**config.mk**
```make
export PLATFORM = sky130hd
export DESIGN_NAME = spi_fanout_master
export DESIGN_NICKNAME = d
export VERILOG_FILES = /design/src/rtl/spi_fanout_master_pkg.sv /design/src/rtl/spi_edge_gen.sv /design/src/rtl/spi_fanout_master.sv
export SDC_FILE = /design/constraint.sdc
export NUM_CORES = 1
export LEC_CHECK = 0
export ABC_AREA = 1
export BUFFER_PORTS_ARGS = -buffer_cell sky130_fd_sc_hd__buf_2
export CORE_ASPECT_RATIO = 1.25
export CORE_MARGIN = 2
export CORE_UTILIZATION = 44
export CTS_BUF_LIST = sky130_fd_sc_hd__clkbuf_8
export DETAILED_ROUTE_END_ITERATION = 12
export SLEW_MARGIN = 20
export SYNTH_ARGS = -nofsm -noshare
export SYNTH_HDL_FRONTEND = slang
export SYNTH_HIERARCHICAL = 1
export SYNTH_SLANG_ARGS = --single-unit
export TNS_END_PERCENT = 50
```
**constraint.sdc**
```tcl
create_clock -name clk -period 3.6 [get_ports clk]
set_clock_uncertainty 0.05 [all_clocks]
set_input_delay 0.18 -clock clk [delete_from_list [all_inputs] [get_ports clk]]
set_output_delay 0.18 -clock clk [all_outputs]
set_load 0.02 [all_outputs]
```
**src/rtl/spi_fanout_master_pkg.sv**
```systemverilog
// rtl/spi_fanout_master_pkg.sv - FSM states and command-validity check shared by the SPI fanout master
package spi_fanout_master_pkg;

    localparam int NUM_BITS_WIDTH = 6;

    typedef enum logic [2:0] {
        ST_IDLE  = 3'd0,
        ST_SETUP = 3'd1,
        ST_SHIFT = 3'd2,
        ST_HOLD  = 3'd3,
        ST_DONE  = 3'd4
    } state_t;

    // A command is refused when it asks for no bits, more bits than the data path holds,
    // or a slave port that does not exist.
    function automatic logic cmd_rejected(
        input logic [31:0] num_bits,
        input logic [31:0] slave_sel,
        input logic [31:0] max_bits,
        input logic [31:0] num_slaves
    );
        return (num_bits == 32'd0) || (num_bits > max_bits) || (slave_sel >= num_slaves);
    endfunction

endpackage

```
**src/rtl/spi_edge_gen.sv**
```systemverilog
// rtl/spi_edge_gen.sv - half-period counter producing boundary, leading-edge and trailing-edge strobes
module spi_edge_gen #(
    parameter int DIV_WIDTH = 16
) (
    input  logic                 clk,
    input  logic                 rst,
    input  logic                 load,
    input  logic [DIV_WIDTH-1:0] divider,
    input  logic                 run,
    input  logic                 shift_en,
    output logic                 half_end,
    output logic                 lead_edge,
    output logic                 trail_edge
);

    logic [DIV_WIDTH-1:0] cnt;
    logic [DIV_WIDTH-1:0] div_q;
    logic                 phase;

    // Count down each half-period, reload at the boundary, and track which sclk edge comes next
    always_ff @(posedge clk) begin
        if (rst) begin
            cnt   <= '0;
            div_q <= '0;
            phase <= 1'b0;
        end else if (load) begin
            cnt   <= divider;
            div_q <= divider;
            phase <= 1'b0;
        end else if (run) begin
            if (cnt == '0) begin
                cnt <= div_q;
                if (shift_en) begin
                    phase <= ~phase;
                end
            end else begin
                cnt <= cnt - DIV_WIDTH'(1);
            end
        end
    end

    assign half_end   = run && (cnt == '0);
    assign lead_edge  = half_end && shift_en && !phase;
    assign trail_edge = half_end && shift_en && phase;

endmodule

```
**src/rtl/spi_fanout_master.sv**
```systemverilog
// rtl/spi_fanout_master.sv - SPI master with per-command mode, divider and length, fanned out to NUM_SLAVES ports
module spi_fanout_master
    import spi_fanout_master_pkg::*;
#(
    parameter int NUM_SLAVES = 9,
    parameter int SEL_WIDTH  = 4,
    parameter int MAX_BITS   = 32,
    parameter int DIV_WIDTH  = 16
) (
    input  logic                      clk,
    input  logic                      rst,
    input  logic                      start,
    output logic                      ready,
    input  logic [SEL_WIDTH-1:0]      slave_sel,
    input  logic [NUM_BITS_WIDTH-1:0] num_bits,
    input  logic [DIV_WIDTH-1:0]      divider,
    input  logic                      cpol,
    input  logic                      cpha,
    input  logic [MAX_BITS-1:0]       tx_data,
    output logic [MAX_BITS-1:0]       rx_data,
    output logic                      done,
    output logic                      err,
    output logic [NUM_SLAVES-1:0]     sen,
    output logic [NUM_SLAVES-1:0]     sclk,
    output logic [NUM_SLAVES-1:0]     mosi,
    input  logic [NUM_SLAVES-1:0]     miso
);

    state_t                    state;
    logic [SEL_WIDTH-1:0]      sel_q;
    logic                      cpha_q;
    logic [NUM_BITS_WIDTH:0]   hp_left;
    logic [MAX_BITS-1:0]       tx_sr;
    logic [MAX_BITS-1:0]       rx_sr;
    logic [MAX_BITS-1:0]       tx_aligned;
    logic                      act_en;
    logic                      act_sclk;
    logic                      act_mosi;
    logic [NUM_SLAVES-1:0]     sel_oh;
    logic                      miso_sel;
    logic                      accept;
    logic                      bad_cmd;
    logic                      run;
    logic                      shift_en;
    logic                      half_end;
    logic                      lead_edge;
    logic                      trail_edge;
    logic                      sample_edge;
    logic                      shift_edge;

    assign accept  = start && ready;
    assign bad_cmd = cmd_rejected(32'(num_bits), 32'(slave_sel), 32'(MAX_BITS), 32'(NUM_SLAVES));

    // Left-align the word so the MSB of the requested length always leaves from the top bit
    assign tx_aligned = tx_data << (7'(MAX_BITS) - {1'b0, num_bits});

    assign run         = (state == ST_SETUP) || (state == ST_SHIFT) || (state == ST_HOLD);
    assign shift_en    = (state == ST_SHIFT);
    assign sample_edge = cpha_q ? trail_edge : lead_edge;
    assign shift_edge  = cpha_q ? lead_edge : trail_edge;

    spi_edge_gen #(
        .DIV_WIDTH (DIV_WIDTH)
    ) u_edge_gen (
        .clk        (clk),
        .rst        (rst),
        .load       (accept && !bad_cmd),
        .divider    (divider),
        .run        (run),
        .shift_en   (shift_en),
        .half_end   (half_end),
        .lead_edge  (lead_edge),
        .trail_edge (trail_edge)
    );

    // Decode the latched slave index and gate the single active lane onto that port only
    always_comb begin
        sel_oh = '0;
        for (int i = 0; i < NUM_SLAVES; i++) begin
            sel_oh[i] = (sel_q == SEL_WIDTH'(i));
        end
        sen      = ~(sel_oh & {NUM_SLAVES{act_en}});
        sclk     = sel_oh & {NUM_SLAVES{act_en & act_sclk}};
        mosi     = sel_oh & {NUM_SLAVES{act_en & act_mosi}};
        miso_sel = |(miso & sel_oh);
    end

    // Transaction sequencer: latch command, run setup/shift/hold half-periods, publish result
    always_ff @(posedge clk) begin
        if (rst) begin
            state    <= ST_IDLE;
            ready    <= 1'b1;
            done     <= 1'b0;
            err      <= 1'b0;
            rx_data  <= '0;
            sel_q    <= '0;
            cpha_q   <= 1'b0;
            hp_left  <= '0;
            tx_sr    <= '0;
            rx_sr    <= '0;
            act_en   <= 1'b0;
            act_sclk <= 1'b0;
            act_mosi <= 1'b0;
        end else begin
            done <= 1'b0;
            err  <= 1'b0;
            case (state)
                ST_IDLE, ST_DONE: begin
                    state <= ST_IDLE;
                    ready <= 1'b1;
                    if (accept) begin
                        if (bad_cmd) begin
                            state <= ST_DONE;
                            done  <= 1'b1;
                            err   <= 1'b1;
                        end else begin
                            state    <= ST_SETUP;
                            ready    <= 1'b0;
                            sel_q    <= slave_sel;
                            cpha_q   <= cpha;
                            hp_left  <= {num_bits, 1'b0};
                            rx_sr    <= '0;
                            act_en   <= 1'b1;
                            act_sclk <= cpol;
                            // cpha=0 presents the MSB before the first edge; cpha=1 waits for it
                            if (cpha) begin
                                tx_sr    <= tx_aligned;
                                act_mosi <= 1'b0;
                            end else begin
                                tx_sr    <= tx_aligned << 1;
                                act_mosi <= tx_aligned[MAX_BITS-1];
                            end
                        end
                    end
                end
                ST_SETUP: begin
                    if (half_end) begin
                        state <= ST_SHIFT;
                    end
                end
                ST_SHIFT: begin
                    if (half_end) begin
                        act_sclk <= ~act_sclk;
                        hp_left  <= hp_left - 7'd1;
                        if (hp_left == 7'd1) begin
                            state <= ST_HOLD;
                        end
                        if (sample_edge) begin
                            rx_sr <= {rx_sr[MAX_BITS-2:0], miso_sel};
                        end
                        if (shift_edge) begin
                            act_mosi <= tx_sr[MAX_BITS-1];
                            tx_sr    <= tx_sr << 1;
                        end
                    end
                end
                ST_HOLD: begin
                    if (half_end) begin
                        state    <= ST_DONE;
                        ready    <= 1'b1;
                        done     <= 1'b1;
                        rx_data  <= rx_sr;
                        act_en   <= 1'b0;
                        act_sclk <= 1'b0;
                        act_mosi <= 1'b0;
                    end
                end
                default: begin
                    state <= ST_IDLE;
                    ready <= 1'b1;
                end
            endcase
        end
    end

endmodule

```
# Word level (Yosys, flattened, before mapping)
# Cells that the tools add are included.
# classes
n_addsub	3
n_lt_le_gt_ge	2
eq_ne	21
n_shift	1
mux	48
bitwise_logic	12
reduce_logical	36
# ops
op	n
$mux 32	9
$pmux 32 s2	2
$mux 16	3
$and 9x9->9	4
$shl 32x7->32	1
$mux 7	3
$mux 1	18
$mux 3	6
$eq 4x3->1 const B	4
$logic_not 16->1	1
$sub 16x1->16 const B	1
$reduce_and 5->1	3
$pmux 7 s2	1
$ne 2x2->1 const B	6
$pmux 3 s4	1
$reduce_and 4->1	3
$not 9->9	1
$pmux 1 s3	3
$reduce_or 9->1	1
$eq 4x2->1 const B	2
$reduce_or 2->1	4
$eq 7x1->1 const B	1
$sub 6x6->7 const A	1
$sub 7x1->7 const B	1
other kinds (22)	43
# word_totals
ff_bits	150
input_bits	72
output_inout_bits	62
elab_cells	139

# Logic depth before layout (Yosys ltp)
# Gate-level depths: netlist of the first run.
# logic_depth
word_depth	10
ltp_mapped	19
depth_no_buf	16

# Modules after synthesis
# The synthesis of the first run kept the hierarchy.
# modules_own_cells
module	n_inst	cells_per_inst	area_per_inst_um2	seq_area_each_um2
spi_fanout_master	1	1144	7320.8	2342.2
spi_edge_gen	1	282	1909.3	660.6

# Least setup slack after synthesis of the first run
# OpenSTA, ideal clock, no wires.
# synth_timing
path_type	reg-to-reg
start	reg u_edge_gen.cnt[0]
end	reg tx_sr[15]
setup_ps	109
t_arrival_ps	2252
required_ps	3441
setup_slack_ps	1190
stages_incl_launch_ff	19
path_buffers	3
synth_period_minus_slack_ps	2410
cell_sequence	dfxtp_1 -> inv_1 -> ha_1 -> inv_1 -> nor2_2 -> nand3_4 -> nor2_4 -> buf_2 -> nand2_1 -> a21oi_1 -> nand3_4 -> inv_2 -> nand2_2 -> buf_6 -> buf_8 -> a21oi_2 -> nand3_1 -> nand2_1 -> inv_1
# synth_between
elab_chain_cells	7
word_cells_on_any_way	9
classes_between	eq/ne (2); mux (1); reduce/logical (6)
# synth_lines
element	line	rtl
start: declaration	spi_edge_gen.sv:16	logic [DIV_WIDTH-1:0] cnt;
start signal: assignment	spi_edge_gen.sv:27	cnt <= divider;
start signal: assignment	spi_edge_gen.sv:32	cnt <= div_q;
start signal: assignment	spi_edge_gen.sv:37	cnt <= cnt - DIV_WIDTH'(1);
$logic_not 16->1 (*)	spi_edge_gen.sv:42	assign half_end = run && (cnt == '0);
$logic_and 1x1->1 (*)	spi_edge_gen.sv:42	
net half_end	spi_fanout_master.sv:45	logic half_end;
$logic_and 1x1->1	spi_edge_gen.sv:43, spi_edge_gen.sv:44	
$logic_and 1x1->1, on equally long branches	spi_edge_gen.sv:44, spi_edge_gen.sv:43	
$mux 1	spi_fanout_master.sv:60	assign shift_edge = cpha_q ? lead_edge : trail_edge;
$ne 2x2->1 (no line)	n/a	
$reduce_and 5->1 (no line) (*)	n/a	
end signal: assignment	spi_fanout_master.sv:127	tx_sr <= tx_aligned;
end signal: assignment	spi_fanout_master.sv:130	tx_sr <= tx_aligned << 1;
end signal: assignment	spi_fanout_master.sv:153	tx_sr <= tx_sr << 1;
end: declaration	spi_fanout_master.sv:33	logic [MAX_BITS-1:0] tx_sr;
# Mark *: on every way through the listed nets, which the timed path passes. The rest lies on a longest branch.
# A chain may end at the register's enable or synchronous reset.

# Final worst setup path of the first run
# layout_timing
start	reg u_edge_gen.cnt[0]
end	reg tx_sr[1]
# layout_between
elab_chain_cells	7
word_cells_on_any_way	9
classes_between	eq/ne (2); mux (1); reduce/logical (6)
# layout_lines
element	line	rtl
$logic_not 16->1	spi_edge_gen.sv:42	
$logic_and 1x1->1	spi_edge_gen.sv:42	
net half_end	spi_fanout_master.sv:45	
$logic_and 1x1->1 (2 in series)	spi_edge_gen.sv:44	assign trail_edge = half_end && shift_en && phase;
net trail_edge	spi_fanout_master.sv:47	logic trail_edge;
$mux 1	spi_fanout_master.sv:60	
$ne 2x2->1 (no line)	n/a	
$reduce_and 5->1 (no line)	n/a	
# The timed path passes the listed nets, and every way through them passes these cells.

==> results of run 1 <==
-- power groups by stage --
stage | Sequential, mW | Combinational (mW) | Clock, mW
2_1_floorplan | 2.23 | 2.91 | 0
3_3_place_gp | 2.28 | 3.47 | 0
3_5_place_dp | 2.29 | 3.50 | 0
4_1_cts | 2.25 | 3.53 | 1.40
5_1_grt | 2.30 | 4.01 | 1.46
6_report | 2.26 | 3.52 | 1.35
-- cell type report --
cell class              count  area (um^2)
fillers                  2213        10090
multi-input cells        1068         5346
well taps                 274        342.8
flip-flops and latches    150         3003
clock buffers              17        234.0
repair buffers            172         1013
diodes                      1        2.502
clock inverters            15        206.4
inverters                 114        430.4
-- flip-flops by register name, summed over array words and instances, names as in the netlist --
register	count
tx_sr	32
done	1
act_sclk	1
rx_sr	32
state	3
act_en	1
act_mosi	1
u_edge_gen/cnt	16
ready	1
u_edge_gen/div_q	16
rx_data	32
hp_left	7
u_edge_gen/phase	1
cpha_q	1
sel_q	4
err	1
-- logic make-up (layout without fill, tap and decap cells) --
logic type,Yosys count,after routing,synth area share
buf+inv,208,318,0.09652
flops,150,150,0.3253
other cells,0,1,0
simple gates,789,789,0.3922
xor+xnor,5,5,0.005559
fa+ha+maj,5,5,0.006778
compound gates,269,269,0.1736
-- worst max-delay path: stages (launching register included) --
cell                        delay [ns]
sky130_fd_sc_hd__dfxtp_1          0.34
sky130_fd_sc_hd__inv_1            0.12
sky130_fd_sc_hd__ha_1             0.19
sky130_fd_sc_hd__inv_1            0.07
sky130_fd_sc_hd__nor2_2           0.19
sky130_fd_sc_hd__nand3_4          0.26
sky130_fd_sc_hd__nor2_4           0.21
sky130_fd_sc_hd__nand2_1          0.09
sky130_fd_sc_hd__nor2_1           0.20
sky130_fd_sc_hd__nor2_1           0.05
sky130_fd_sc_hd__o21ai_0          0.32
sky130_fd_sc_hd__nand2_2          0.11
sky130_fd_sc_hd__inv_2            0.45
sky130_fd_sc_hd__o2111ai_1        0.19
sky130_fd_sc_hd__a21oi_1          0.17
-- placed cells by master, fill, tap and decap left out, drive strengths merged, types with 2 or more instances in the layout --
cell type / n
a211oi: 4
a21boi: 14
a21oi: 153
a221oi: 2
a31oi: 2
a32o: 2
buf: 151
clkbuf: 17
clkinv: 14
dfxtp: 150
dlygate4sd3: 21
ha: 5
inv: 115
nand2: 304
nand3: 370
nand4: 13
nor2: 89
nor3: 7
o2111ai: 2
o211ai: 10
o21a: 20
o21ai: 43
o21bai: 3
o22ai: 8
o31ai: 2
or2: 5
xor2: 4
-- how the worst max path moves through the flow --
stage                                        end  slack [ns]                            from  cells past startpoint
final                      tx_sr[1]$_SDFFE_PP0P_        0.46  u_edge_gen/cnt[0]$_SDFFE_PP0P_                     14
after detailed placement   tx_sr[1]$_SDFFE_PP0P_        0.50  u_edge_gen/cnt[0]$_SDFFE_PP0P_                     14
after global routing       tx_sr[1]$_SDFFE_PP0P_        0.18  u_edge_gen/cnt[0]$_SDFFE_PP0P_                     14
after floorplan           tx_sr[15]$_SDFFE_PP0P_        1.19  u_edge_gen/cnt[0]$_SDFFE_PP0P_                     18
after CTS                  tx_sr[1]$_SDFFE_PP0P_        0.46  u_edge_gen/cnt[0]$_SDFFE_PP0P_                     14
after global placement     tx_sr[8]$_SDFFE_PP0P_        0.63  u_edge_gen/cnt[0]$_SDFFE_PP0P_                     15
-- through the flow --
step	cells	util	setup slack [ns]	power (mW)
floorplan	1426	-	1.190	5.139
global placement	1757	0.4801	0.6270	5.753
detailed placement	1757	0.4801	0.4962	5.787
CTS	1810	0.5116	0.4598	7.181
global route	1810	0.5117	0.1790	7.767
finish	1811	0.5118	0.4633	7.130
-- layer usage --
metal	share of wire	vias up	wire (um)	track usage
li1	-	5025	-	-
met1	0.46	4604	12190	0.3209
met2	0.47	239	12410	0.3868
met3	0.046	36	1217	0.03632
met4	0.019	0	487	0.07539
met5	0	-	0	0
==> tab_implementation.tex, run 1 <==
\begin{tabular}{lr}
\hline
Metric & Value \\
\hline
\multicolumn{2}{l}{\textbf{Route}} \\
Drt initial violations & 738 \\
Total wire length after detailed routing & 26.30 mm \\
Routed length per instance & 14.52 um \\
Number of iterations in the first detailed-routing pass & 5 \\
Post-route ant nets & 0 \\
Via total after detailed routing & between 9k and 10k \\
Via density & between 5 and 6 \\
Post-route DRC & 0 \\
\multicolumn{2}{l}{\textbf{Logic synthesis}} \\
Flip-flop and latch count after synthesis & 150 \\
Share of the yosys chip area belonging to registers & 0.3253 \\
Share of synthesized flip-flops with an asynchronous set or reset & 0 \\
Count leader, synth & sky130\_fd\_sc\_hd\_\_nand3\_1 \\
Total of warnings raised by yosys & 6 \\
Cell type contributing the most total cell area after synthesis & sky130\_fd\_sc\_hd\_\_dfxtp\_1 \\
Yosys top cell area share & 0.3253 \\
Post-synthesis cell count & 1426 \\
Ys flop type & sky130\_fd\_sc\_hd\_\_dfxtp\_1 \\
Ranking of synthesized cells by instance count & sky130\_fd\_sc\_hd\_\_nand3\_1, sky130\_fd\_sc\_hd\_\_nand2\_1, sky130\_fd\_sc\_hd\_\_dfxtp\_1 \\
Main area contributors after synthesis & sky130\_fd\_sc\_hd\_\_dfxtp\_1, sky130\_fd\_sc\_hd\_\_nand3\_1, sky130\_fd\_sc\_hd\_\_nand2\_1 \\
Number of nets in the synthesized netlist & 1503 \\
Netlist area before placement & just over 0.009 mm\^{}2 \\
Synthesized area divided by synthesized cell count & between 6 and 7 um\^{}2 \\
Number of enable-type register cells in the synthesized netlist & 0 \\
Number of distinct library cells after synthesis & 51 \\
\multicolumn{2}{l}{\textbf{Min path}} \\
Worst hold path cell count & 3 \\
Sink of the worst hold path & u\_edge\_gen/div\_q[7]\$\_SDFFE\_PP0P\_ \\
Type of the worst min-delay path & in -> reg \\
Origin of the worst min-delay path & divider[7] \\
\multicolumn{2}{l}{\textbf{Layout}} \\
Area delta synth->final & 14.61\% \\
Area of all placed cells without fillers & 0.01058 mm\^{}2 \\
Nets & 1600 \\
Ratio of cells with drive above 1 in the final layout & 0.1576 \\
\multicolumn{2}{l}{\textbf{Global route}} \\
Total congestion overflow after global routing & 0 \\
Largest net degree at the start of global routing & 79 \\
First-pass GRT wire length & 43.80 mm \\
Number of global-route vias before repair & 9130 \\
Total routing usage reported by global routing & 0.2368 \\
Number of antenna violations at the first check in global routing & 1 \\
\multicolumn{2}{l}{\textbf{Die}} \\
Die area & 0.02216 mm\^{}2 \\
Placeable core region & 0.02067 mm\^{}2 \\
Count of standard-cell rows & 59 \\
Starting utilization of the core area & 0.4465 \\
I/O pin cnt & 134 \\
Die height & 165.9 um \\
Die Width & approximately 130 um \\
\multicolumn{2}{l}{\textbf{Setup path}} \\
Maximum net fanout on the critical path & 35 \\
Reg-to-reg slack, setup & 0.46 ns \\
CP arrival & 3.47 ns \\
Capturing point of the worst reg2reg path & tx\_sr[1]\$\_SDFFE\_PP0P\_ \\
Required time of the critical path & 3.93 ns \\
Endpoint kind of the worst setup timing path & flip-flop \\
Startpoint of the worst-slack reg-to-reg timing path & u\_edge\_gen/cnt[0]\$\_SDFFE\_PP0P\_ \\
Startpoint Class & flip-flop \\
Type of the worst setup path & reg -> reg \\
Number of cells traversed by the worst register-to-register path & 14 \\
\multicolumn{2}{l}{\textbf{Clock tree}} \\
Clock sink count & 150 \\
Number of hold buffers added after cts & 21 \\
Clock-pin slew reported for the worst setup and hold paths after clock tree synthesis & 0.09 ns \\
Clk root buf & sky130\_fd\_sc\_hd\_\_clkbuf\_8 \\
Worst skew pair latency & 0.48 ns \\
Buffer levels on the longest clock path & 2 \\
Number of gates resized after CTS & 0 \\
Number of H-tree branching levels & 4 \\
Number of buffers created by CTS & 17 \\
TritonCTS clock tree & yes \\
Post-CTS setup-driven buffer insertion count & 0 \\
\multicolumn{2}{l}{\textbf{Outcome}} \\
Run status & completed \\
\multicolumn{2}{l}{\textbf{Pwr}} \\
Clock Power Share & 0.190 \\
Relative contribution of combinational cells to total power & 0.494 \\
Leakage Power & 4.543 nW \\
Net Sw Frac & 0.4781 \\
Internal portion of total power & 3.721 mW \\
Total power density per cell area & between 600 and 700 mW/mm\^{}2 \\
Sw power & between 3 and 4 mW \\
Proportion of power drawn by flip-flops and latches & 0.316 \\
Peak ir drop on the vdd network & 0.4174 mV \\
\multicolumn{2}{l}{\textbf{Timing}} \\
Setup TNS & 0 ns \\
Setup repair after global routing missed its margin & no \\
Number of setup violations in the final report & 0 \\
Minimum clock period & 3.137 ns \\
Highest clock frequency the design can meet & 318.8 MHz \\
Final hold violation count & 0 \\
Worst Hold Margin & 0.02616 ns \\
Final worst path period share & 0.8713 \\
Slew Limit Fails & 0 \\
Pin slew with the least headroom to its limit & 0.8291 ns \\
Worst max-slew margin expressed relative to the limit & 0.4473 \\
\multicolumn{2}{l}{\textbf{Placed design}} \\
Estimated wirelength of the detail-placed design & 18.26 mm \\
Final estimated routing congestion in global placement & 0.9307 \\
Number of buffers added on ports & between 100 and 150 \\
Area of placed instances & approximately 0.0099 mm\^{}2 \\
\multicolumn{2}{l}{\textbf{Run}} \\
Total of max-cap violations & 0 \\
\hline
\end{tabular}
No activity file was read; power rests on OpenSTA's default activity.
==> inputs of run 2 (changes only) <==
Settings changed: CORE_MARGIN 2 to unset.
==> run 2 against run 1 <==
Against the previous run:
- sequential cell count did not move
- critical path type unchanged
- critical path depth did not move
- total power fell by 0.35%
- cell area rose by 0.46%
- global-route usage rose by 0.95 points
- final cell count rose by 0.28%
- largest power group unchanged
- sequential power barely moved
- maximum frequency fell by 0.36%
- register-to-register slack barely moved
- clock power fell by 3%
==> tab_implementation.tex, run 2 (same netlist as run 1, synthesis figures left out) <==
\begin{tabular}{lr}
\hline
Metric & Value \\
\hline
\multicolumn{2}{l}{\textbf{Outcome}} \\
Run status & completed \\
\multicolumn{2}{l}{\textbf{Pwr}} \\
Sum of internal, switching and leakage power & 7.105 mW \\
Total power density per cell area & 668.5 mW/mm\^{}2 \\
Sw power & between 3 and 4 mW \\
Internal portion of total power & around 3.7 mW \\
Clock Power Share & 0.185 \\
Proportion of power drawn by flip-flops and latches & 0.317 \\
Relative contribution of combinational cells to total power & 0.499 \\
Net Sw Frac & 0.4769 \\
Leakage Power & 4.589 nW \\
Peak ir drop on the vdd network & 0.3680 mV \\
\multicolumn{2}{l}{\textbf{Min path}} \\
Type of the worst min-delay path & in -> reg \\
Origin of the worst min-delay path & divider[7] \\
Sink of the worst hold path & u\_edge\_gen/div\_q[7]\$\_SDFFE\_PP0P\_ \\
Worst hold path cell count & 3 \\
\multicolumn{2}{l}{\textbf{Timing}} \\
Setup repair after global routing missed its margin & no \\
Final worst path period share & 0.8744 \\
Worst Hold Margin & 0.03072 ns \\
Highest clock frequency the design can meet & 317.7 MHz \\
Setup TNS & 0 ns \\
Worst max-slew margin expressed relative to the limit & 0.3035 \\
Minimum clock period & 3.148 ns \\
Pin slew with the least headroom to its limit & 1.045 ns \\
Number of setup violations in the final report & 0 \\
Slew Limit Fails & 0 \\
Final hold violation count & 0 \\
\multicolumn{2}{l}{\textbf{Setup path}} \\
Startpoint Class & flip-flop \\
CP arrival & 3.46 ns \\
Startpoint of the worst-slack reg-to-reg timing path & u\_edge\_gen/cnt[0]\$\_SDFFE\_PP0P\_ \\
Endpoint kind of the worst setup timing path & flip-flop \\
Number of cells traversed by the worst register-to-register path & 14 \\
Capturing point of the worst reg2reg path & tx\_sr[2]\$\_SDFFE\_PP0P\_ \\
Type of the worst setup path & reg -> reg \\
Reg-to-reg slack, setup & around 0.45 ns \\
Required time of the critical path & 3.92 ns \\
Maximum net fanout on the critical path & 35 \\
\multicolumn{2}{l}{\textbf{Run}} \\
Total of max-cap violations & 0 \\
\multicolumn{2}{l}{\textbf{Die}} \\
Die height & 163.9 um \\
I/O pin cnt & 134 \\
Count of standard-cell rows & 58 \\
Placeable core region & 0.02032 mm\^{}2 \\
Die area & 0.02156 mm\^{}2 \\
Die Width & 131.5 um \\
Starting utilization of the core area & 0.4542 \\
\multicolumn{2}{l}{\textbf{Placed design}} \\
Area of placed instances & $\sim$0.0099 mm\^{}2 \\
Estimated wirelength of the detail-placed design & 18.64 mm \\
Number of buffers added on ports & between 100 and 150 \\
Final estimated routing congestion in global placement & about 0.9 \\
\multicolumn{2}{l}{\textbf{Layout}} \\
Nets & $\sim$1.6k \\
Area delta synth->final & 15.14\% \\
Number of fill cells & around 2.1k \\
Most common library cell in the layout ignoring fill and taps & sky130\_fd\_sc\_hd\_\_nand3\_1 \\
Ratio of cells with drive above 1 in the final layout & 0.1573 \\
Area of all placed cells without fillers & about 0.011 mm\^{}2 \\
Post-route core utilization & 0.5230 \\
Largest registers & rx\_data: 32 flops, rx\_sr: 32 flops, tx\_sr: 32 flops \\
Highest-count cells in the layout ignoring fill and taps & sky130\_fd\_sc\_hd\_\_nand3\_1, sky130\_fd\_sc\_hd\_\_nand2\_1, sky130\_fd\_sc\_hd\_\_dfxtp\_1, sky130\_fd\_sc\_hd\_\_a21oi\_1, sky130\_fd\_sc\_hd\_\_buf\_2 \\
\multicolumn{2}{l}{\textbf{Global route}} \\
First-pass GRT wire length & 43.88 mm \\
Number of antenna violations at the first check in global routing & 1 \\
Number of global-route vias before repair & just under 9k \\
Total routing usage reported by global routing & 0.2463 \\
Largest net degree at the start of global routing & between 90 and 100 \\
Total congestion overflow after global routing & 0 \\
\multicolumn{2}{l}{\textbf{Route}} \\
Post-route ant nets & 0 \\
Post-route DRC & 0 \\
Via density & 5.443 \\
Via total after detailed routing & 9885 \\
Number of iterations in the first detailed-routing pass & 8 \\
Routed length per instance & 14.75 um \\
Drt initial violations & 730 \\
Total wire length after detailed routing & 26.78 mm \\
\multicolumn{2}{l}{\textbf{Clock tree}} \\
Clock sink count & 150 \\
Clk root buf & sky130\_fd\_sc\_hd\_\_clkbuf\_8 \\
Buffer levels on the longest clock path & 2 \\
TritonCTS clock tree & yes \\
Post-CTS setup-driven buffer insertion count & 0 \\
Clock-pin slew reported for the worst setup and hold paths after clock tree synthesis & approximately 0.10 ns \\
Worst skew pair latency & between 0.4 and 0.5 ns \\
Number of H-tree branching levels & 4 \\
Number of buffers created by CTS & 17 \\
\hline
\end{tabular}
## run 2: changes by cell type in the layout (fill, tap and decap cells not counted), sizes merged
cell | before | now
buf | 151 | 152
clkinv | 14 | 9
clkinvlp | 0 | 1
dlygate4sd3 | 21 | 29
inv | 115 | 119
## run 2: layer usage
layer  part of all wire  wire length, um  GRT usage
met1               0.47            12460     0.3244
met2               0.47            12470     0.4125
met3              0.056             1502    0.04506
met4              0.013              346    0.06607
met5                  0                0          0
## run 2: worst max path at each step
stage | start | endpoint | slack (ns) | depth (start not counted)
floorplan | u_edge_gen/cnt[0]$_SDFFE_PP0P_ | tx_sr[15]$_SDFFE_PP0P_ | 1.19 | 18
global placement | u_edge_gen/cnt[0]$_SDFFE_PP0P_ | tx_sr[5]$_SDFFE_PP0P_ | 0.57 | 15
detailed placement | u_edge_gen/cnt[0]$_SDFFE_PP0P_ | tx_sr[5]$_SDFFE_PP0P_ | 0.48 | 15
CTS | u_edge_gen/cnt[0]$_SDFFE_PP0P_ | tx_sr[5]$_SDFFE_PP0P_ | 0.45 | 15
global route | u_edge_gen/cnt[0]$_SDFFE_PP0P_ | tx_sr[10]$_SDFFE_PP0P_ | 0.16 | 15
finish | u_edge_gen/cnt[0]$_SDFFE_PP0P_ | tx_sr[2]$_SDFFE_PP0P_ | 0.45 | 14
## run 2: critical path, cell delays in order (launching register included)
cell	delay (ns)
sky130_fd_sc_hd__dfxtp_1	0.34
sky130_fd_sc_hd__inv_1	0.12
sky130_fd_sc_hd__ha_1	0.20
sky130_fd_sc_hd__inv_1	0.07
sky130_fd_sc_hd__nor2_2	0.19
sky130_fd_sc_hd__nand3_4	0.25
sky130_fd_sc_hd__nor2_4	0.21
sky130_fd_sc_hd__nand2_1	0.09
sky130_fd_sc_hd__nor2_1	0.18
sky130_fd_sc_hd__nor2_1	0.05
sky130_fd_sc_hd__o21ai_0	0.35
sky130_fd_sc_hd__nand2_2	0.11
sky130_fd_sc_hd__inv_2	0.46
sky130_fd_sc_hd__o2111ai_1	0.20
sky130_fd_sc_hd__a21oi_1	0.16
## run 2: per-stage QoR
| stage | setup WS (ns) | instances |
|---|---|---|
| finish | 0.4521 | 1816 |
| global route | 0.1642 | 1815 |
| CTS | 0.4480 | 1815 |
| detailed placement | 0.4788 | 1754 |
| global placement | 0.5672 | 1754 |
| floorplan | 1.190 | 1426 |
## run 2: what timing repair did
action,CTS,global route
resized for setup,0,0
hold endpoints to repair,31,0
hold buffers,29,0
## run 2: area by class of cell
type | count | area [um^2] | area share
Clock inverter | 15 | 175.2 | 0.01648
Clock buffer | 17 | 234.0 | 0.02202
Antenna cell | 1 | 2.502 | 0.0002355
Timing Repair Buffer | 181 | 1101 | 0.1036
Sequential cell | 150 | 3003 | 0.2826
Tap cell | 270 | 337.8 | 0.03179
Multi-Input combinational cell | 1068 | 5344 | 0.5028
Inverter | 114 | 430.4 | 0.04050
## run 2: power groups by stage
stage	clock network (mW)	logic [mW]	registers (mW)
2_1_floorplan	0	2.91	2.23
3_3_place_gp	0	3.49	2.28
3_5_place_dp	0	3.51	2.28
4_1_cts	1.35	3.55	2.25
5_1_grt	1.42	4.02	2.29
6_report	1.31	3.54	2.25
==> inputs of run 3 (changes only) <==
Settings changed: RECOVER_POWER set to 50.
==> run 3 against run 2 <==
Against the previous run:
- the run now ends with capacitance limit, slew limit left
- worst hold slack better by 0.00098 ns
- maximum frequency is 3.3% lower
- clock power is essentially flat
- die area did not move
- register-to-register slack got worse by 0.04 ns
- sequential share of layout area up 0.27 points
- first-iteration DRC count is 2.1% lower
- critical path type is now in -> reg
- largest power group unchanged
- highest routed layer unchanged
==> tab_implementation.tex, run 3 (same netlist as run 1, synthesis figures left out) <==
\begin{tabular}{lr}
\hline
Metric & Value \\
\hline
\multicolumn{2}{l}{\textbf{Clock tree}} \\
Clock sink count & 150 \\
Number of H-tree branching levels & 4 \\
TritonCTS clock tree & yes \\
Clock-pin slew reported for the worst setup and hold paths after clock tree synthesis & 0.09 ns \\
Worst skew pair latency & 0.46 ns \\
Buffer levels on the longest clock path & 2 \\
Clk root buf & sky130\_fd\_sc\_hd\_\_clkbuf\_8 \\
Number of gates resized after CTS & 0 \\
Number of buffers created by CTS & 17 \\
\multicolumn{2}{l}{\textbf{Die}} \\
I/O pin cnt & 134 \\
Die Width & approximately 130 um \\
Die area & 0.02156 mm\^{}2 \\
Count of standard-cell rows & 58 \\
Placeable core region & approximately 0.020 mm\^{}2 \\
Starting utilization of the core area & 0.4542 \\
Die height & about 160 um \\
\multicolumn{2}{l}{\textbf{Setup path}} \\
Type of the worst setup path & in -> reg \\
Startpoint Class & primary input \\
Endpoint kind of the worst setup timing path & flip-flop \\
Number of cells traversed by the worst register-to-register path & 15 \\
Reg-to-reg slack, setup & 0.41 ns \\
Maximum net fanout on the critical path & 62 \\
Capturing point of the worst reg2reg path & tx\_sr[8]\$\_SDFFE\_PP0P\_ \\
Startpoint of the worst-slack reg-to-reg timing path & u\_edge\_gen/cnt[0]\$\_SDFFE\_PP0P\_ \\
Required time of the critical path & 3.95 ns \\
CP arrival & 3.61 ns \\
\multicolumn{2}{l}{\textbf{Global route}} \\
First-pass GRT wire length & 43.88 mm \\
Total congestion overflow after global routing & 0 \\
Number of antenna violations at the first check in global routing & 1 \\
Total routing usage reported by global routing & 0.2463 \\
Largest net degree at the start of global routing & 96 \\
Number of global-route vias before repair & 8944 \\
\multicolumn{2}{l}{\textbf{Pwr}} \\
Total power density per cell area & 673.8 mW/mm\^{}2 \\
Peak ir drop on the vdd network & 0.3665 mV \\
Leakage Power & 4.341 nW \\
\multicolumn{2}{l}{\textbf{Placed design}} \\
Area of placed instances & around 0.0099 mm\^{}2 \\
Number of buffers added on ports & approximately 130 \\
Final estimated routing congestion in global placement & 0.9000 \\
Estimated wirelength of the detail-placed design & 18.64 mm \\
Total placed cells including tap cells & 1754 \\
Pre-CTS WS & 0.4788 ns \\
\multicolumn{2}{l}{\textbf{Timing}} \\
PnR worst setup slack & 0.3438 ns \\
Slew Limit Fails & 96 \\
Pin slew with the least headroom to its limit & 2.031 ns \\
Highest clock frequency the design can meet & 307.1 MHz \\
Final hold violation count & 0 \\
Setup TNS & 0 ns \\
Worst max-slew margin expressed relative to the limit & -0.3539 \\
Final worst path period share & 0.9045 \\
Setup repair after global routing missed its margin & no \\
Number of setup violations in the final report & 0 \\
Minimum clock period & 3.256 ns \\
\multicolumn{2}{l}{\textbf{Min path}} \\
Origin of the worst min-delay path & divider[7] \\
Worst hold path cell count & 3 \\
Sink of the worst hold path & u\_edge\_gen/div\_q[7]\$\_SDFFE\_PP0P\_ \\
Type of the worst min-delay path & in -> reg \\
\multicolumn{2}{l}{\textbf{Run}} \\
Total of max-cap violations & 1 \\
\multicolumn{2}{l}{\textbf{Layout}} \\
Highest-count cells in the layout ignoring fill and taps & sky130\_fd\_sc\_hd\_\_nand3\_1, sky130\_fd\_sc\_hd\_\_nand2\_1, sky130\_fd\_sc\_hd\_\_dfxtp\_1, sky130\_fd\_sc\_hd\_\_a21oi\_1, sky130\_fd\_sc\_hd\_\_inv\_1 \\
Number of fill cells & 2169 \\
Most common library cell in the layout ignoring fill and taps & sky130\_fd\_sc\_hd\_\_nand3\_1 \\
Non-Filler Instances & 1816 \\
Area of all placed cells without fillers & 0.01053 mm\^{}2 \\
Largest registers & rx\_data: 32 flops, rx\_sr: 32 flops, tx\_sr: 32 flops \\
Nets & 1609 \\
Area delta synth->final & 14.06\% \\
Ratio of cells with drive above 1 in the final layout & 0.1126 \\
\multicolumn{2}{l}{\textbf{Outcome}} \\
Run status & finished with violations \\
Violations in the final reports & capacitance limit, slew limit \\
\multicolumn{2}{l}{\textbf{Route}} \\
Drt initial violations & 715 \\
Via total after detailed routing & 9857 \\
Post-route ant nets & 0 \\
Via density & approximately 5.4 \\
Number of iterations in the first detailed-routing pass & 5 \\
Routed length per instance & 14.73 um \\
Post-route DRC & 0 \\
Total wire length after detailed routing & about 27 mm \\
\hline
\end{tabular}
==> run 3: changes by cell type in the layout (fill, tap and decap cells not counted), moves of 2 or more <==
cell                       previous run  this run
sky130_fd_sc_hd__clkbuf_2             0         2
sky130_fd_sc_hd__inv_1              102       104
sky130_fd_sc_hd__clkbuf_1             0        65
sky130_fd_sc_hd__buf_2              132        68
sky130_fd_sc_hd__buf_4               20        17
==> run 3: cell type report <==
cell class | count | area [um^2] | share of cell area
inverter | 114 | 427.9 | 0.04065
antenna | 1 | 2.502 | 0.0002377
clock inverter | 15 | 175.2 | 0.01664
multi-input combinational | 1068 | 5335 | 0.5068
sequential | 150 | 3003 | 0.2852
timing repair buffer | 181 | 1012 | 0.09615
clock buffer | 17 | 234.0 | 0.02222
tap | 270 | 337.8 | 0.03209
==> run 3: routing by layer <==
layer,track usage,share of wire,wire [um]
met3,0.04506,0.049,1310
met5,0,0,0
met4,0.06607,0.013,356
met1,0.3244,0.47,12600
met2,0.4125,0.47,12490
==> run 3: worst max path at each step <==
stage                                         startpoint                endpoint  slack, ns  cells past startpoint
after global placement    u_edge_gen/cnt[0]$_SDFFE_PP0P_   tx_sr[5]$_SDFFE_PP0P_       0.57                     15
after global routing      u_edge_gen/cnt[0]$_SDFFE_PP0P_   tx_sr[8]$_SDFFE_PP0P_       0.09                     15
after floorplan           u_edge_gen/cnt[0]$_SDFFE_PP0P_  tx_sr[15]$_SDFFE_PP0P_       1.19                     18
after CTS                 u_edge_gen/cnt[0]$_SDFFE_PP0P_   tx_sr[5]$_SDFFE_PP0P_       0.45                     15
final                                        num_bits[0]  tx_sr[20]$_SDFFE_PP0P_       0.34                     13
after detailed placement  u_edge_gen/cnt[0]$_SDFFE_PP0P_   tx_sr[5]$_SDFFE_PP0P_       0.48                     15
==> run 3: power by group <==
group          switching, mW  leakage [nW]  total [mW]  internal (mW)
combinational           2.35          2.92        3.53           1.19
sequential             0.261          1.22        2.25           1.99
clock                  0.779         0.204        1.31          0.532
==> run 3: through the flow <==
step,utilization,hold WS [ns],power (mW)
CTS,0.5229,0.01235,7.147
floorplan,-,0.2790,5.139
finish,0.5181,0.03170,7.093
detailed placement,0.4885,0.4000,5.792
global route,0.5180,0.04188,7.717
global placement,0.4885,0.3965,5.775
==> run 3: critical path: stages <==
cell	delay, ns
sky130_fd_sc_hd__clkbuf_1	0.08
sky130_fd_sc_hd__inv_1	0.76
sky130_fd_sc_hd__ha_1	0.38
sky130_fd_sc_hd__nand3_1	0.19
sky130_fd_sc_hd__nand2_4	0.45
sky130_fd_sc_hd__nand3_1	0.22
sky130_fd_sc_hd__o21ai_0	0.65
sky130_fd_sc_hd__nand3_1	0.15
sky130_fd_sc_hd__a21oi_1	0.19
sky130_fd_sc_hd__nand3_1	0.09
sky130_fd_sc_hd__nand3_1	0.12
sky130_fd_sc_hd__nand2_1	0.06
sky130_fd_sc_hd__inv_1	0.04
==> run 3: timing repair <==
item,CTS,global route
hold buffers,29,0
hold endpoints to repair,31,0
endpoints found under the setup margin,0,0
setup buffers,0,0
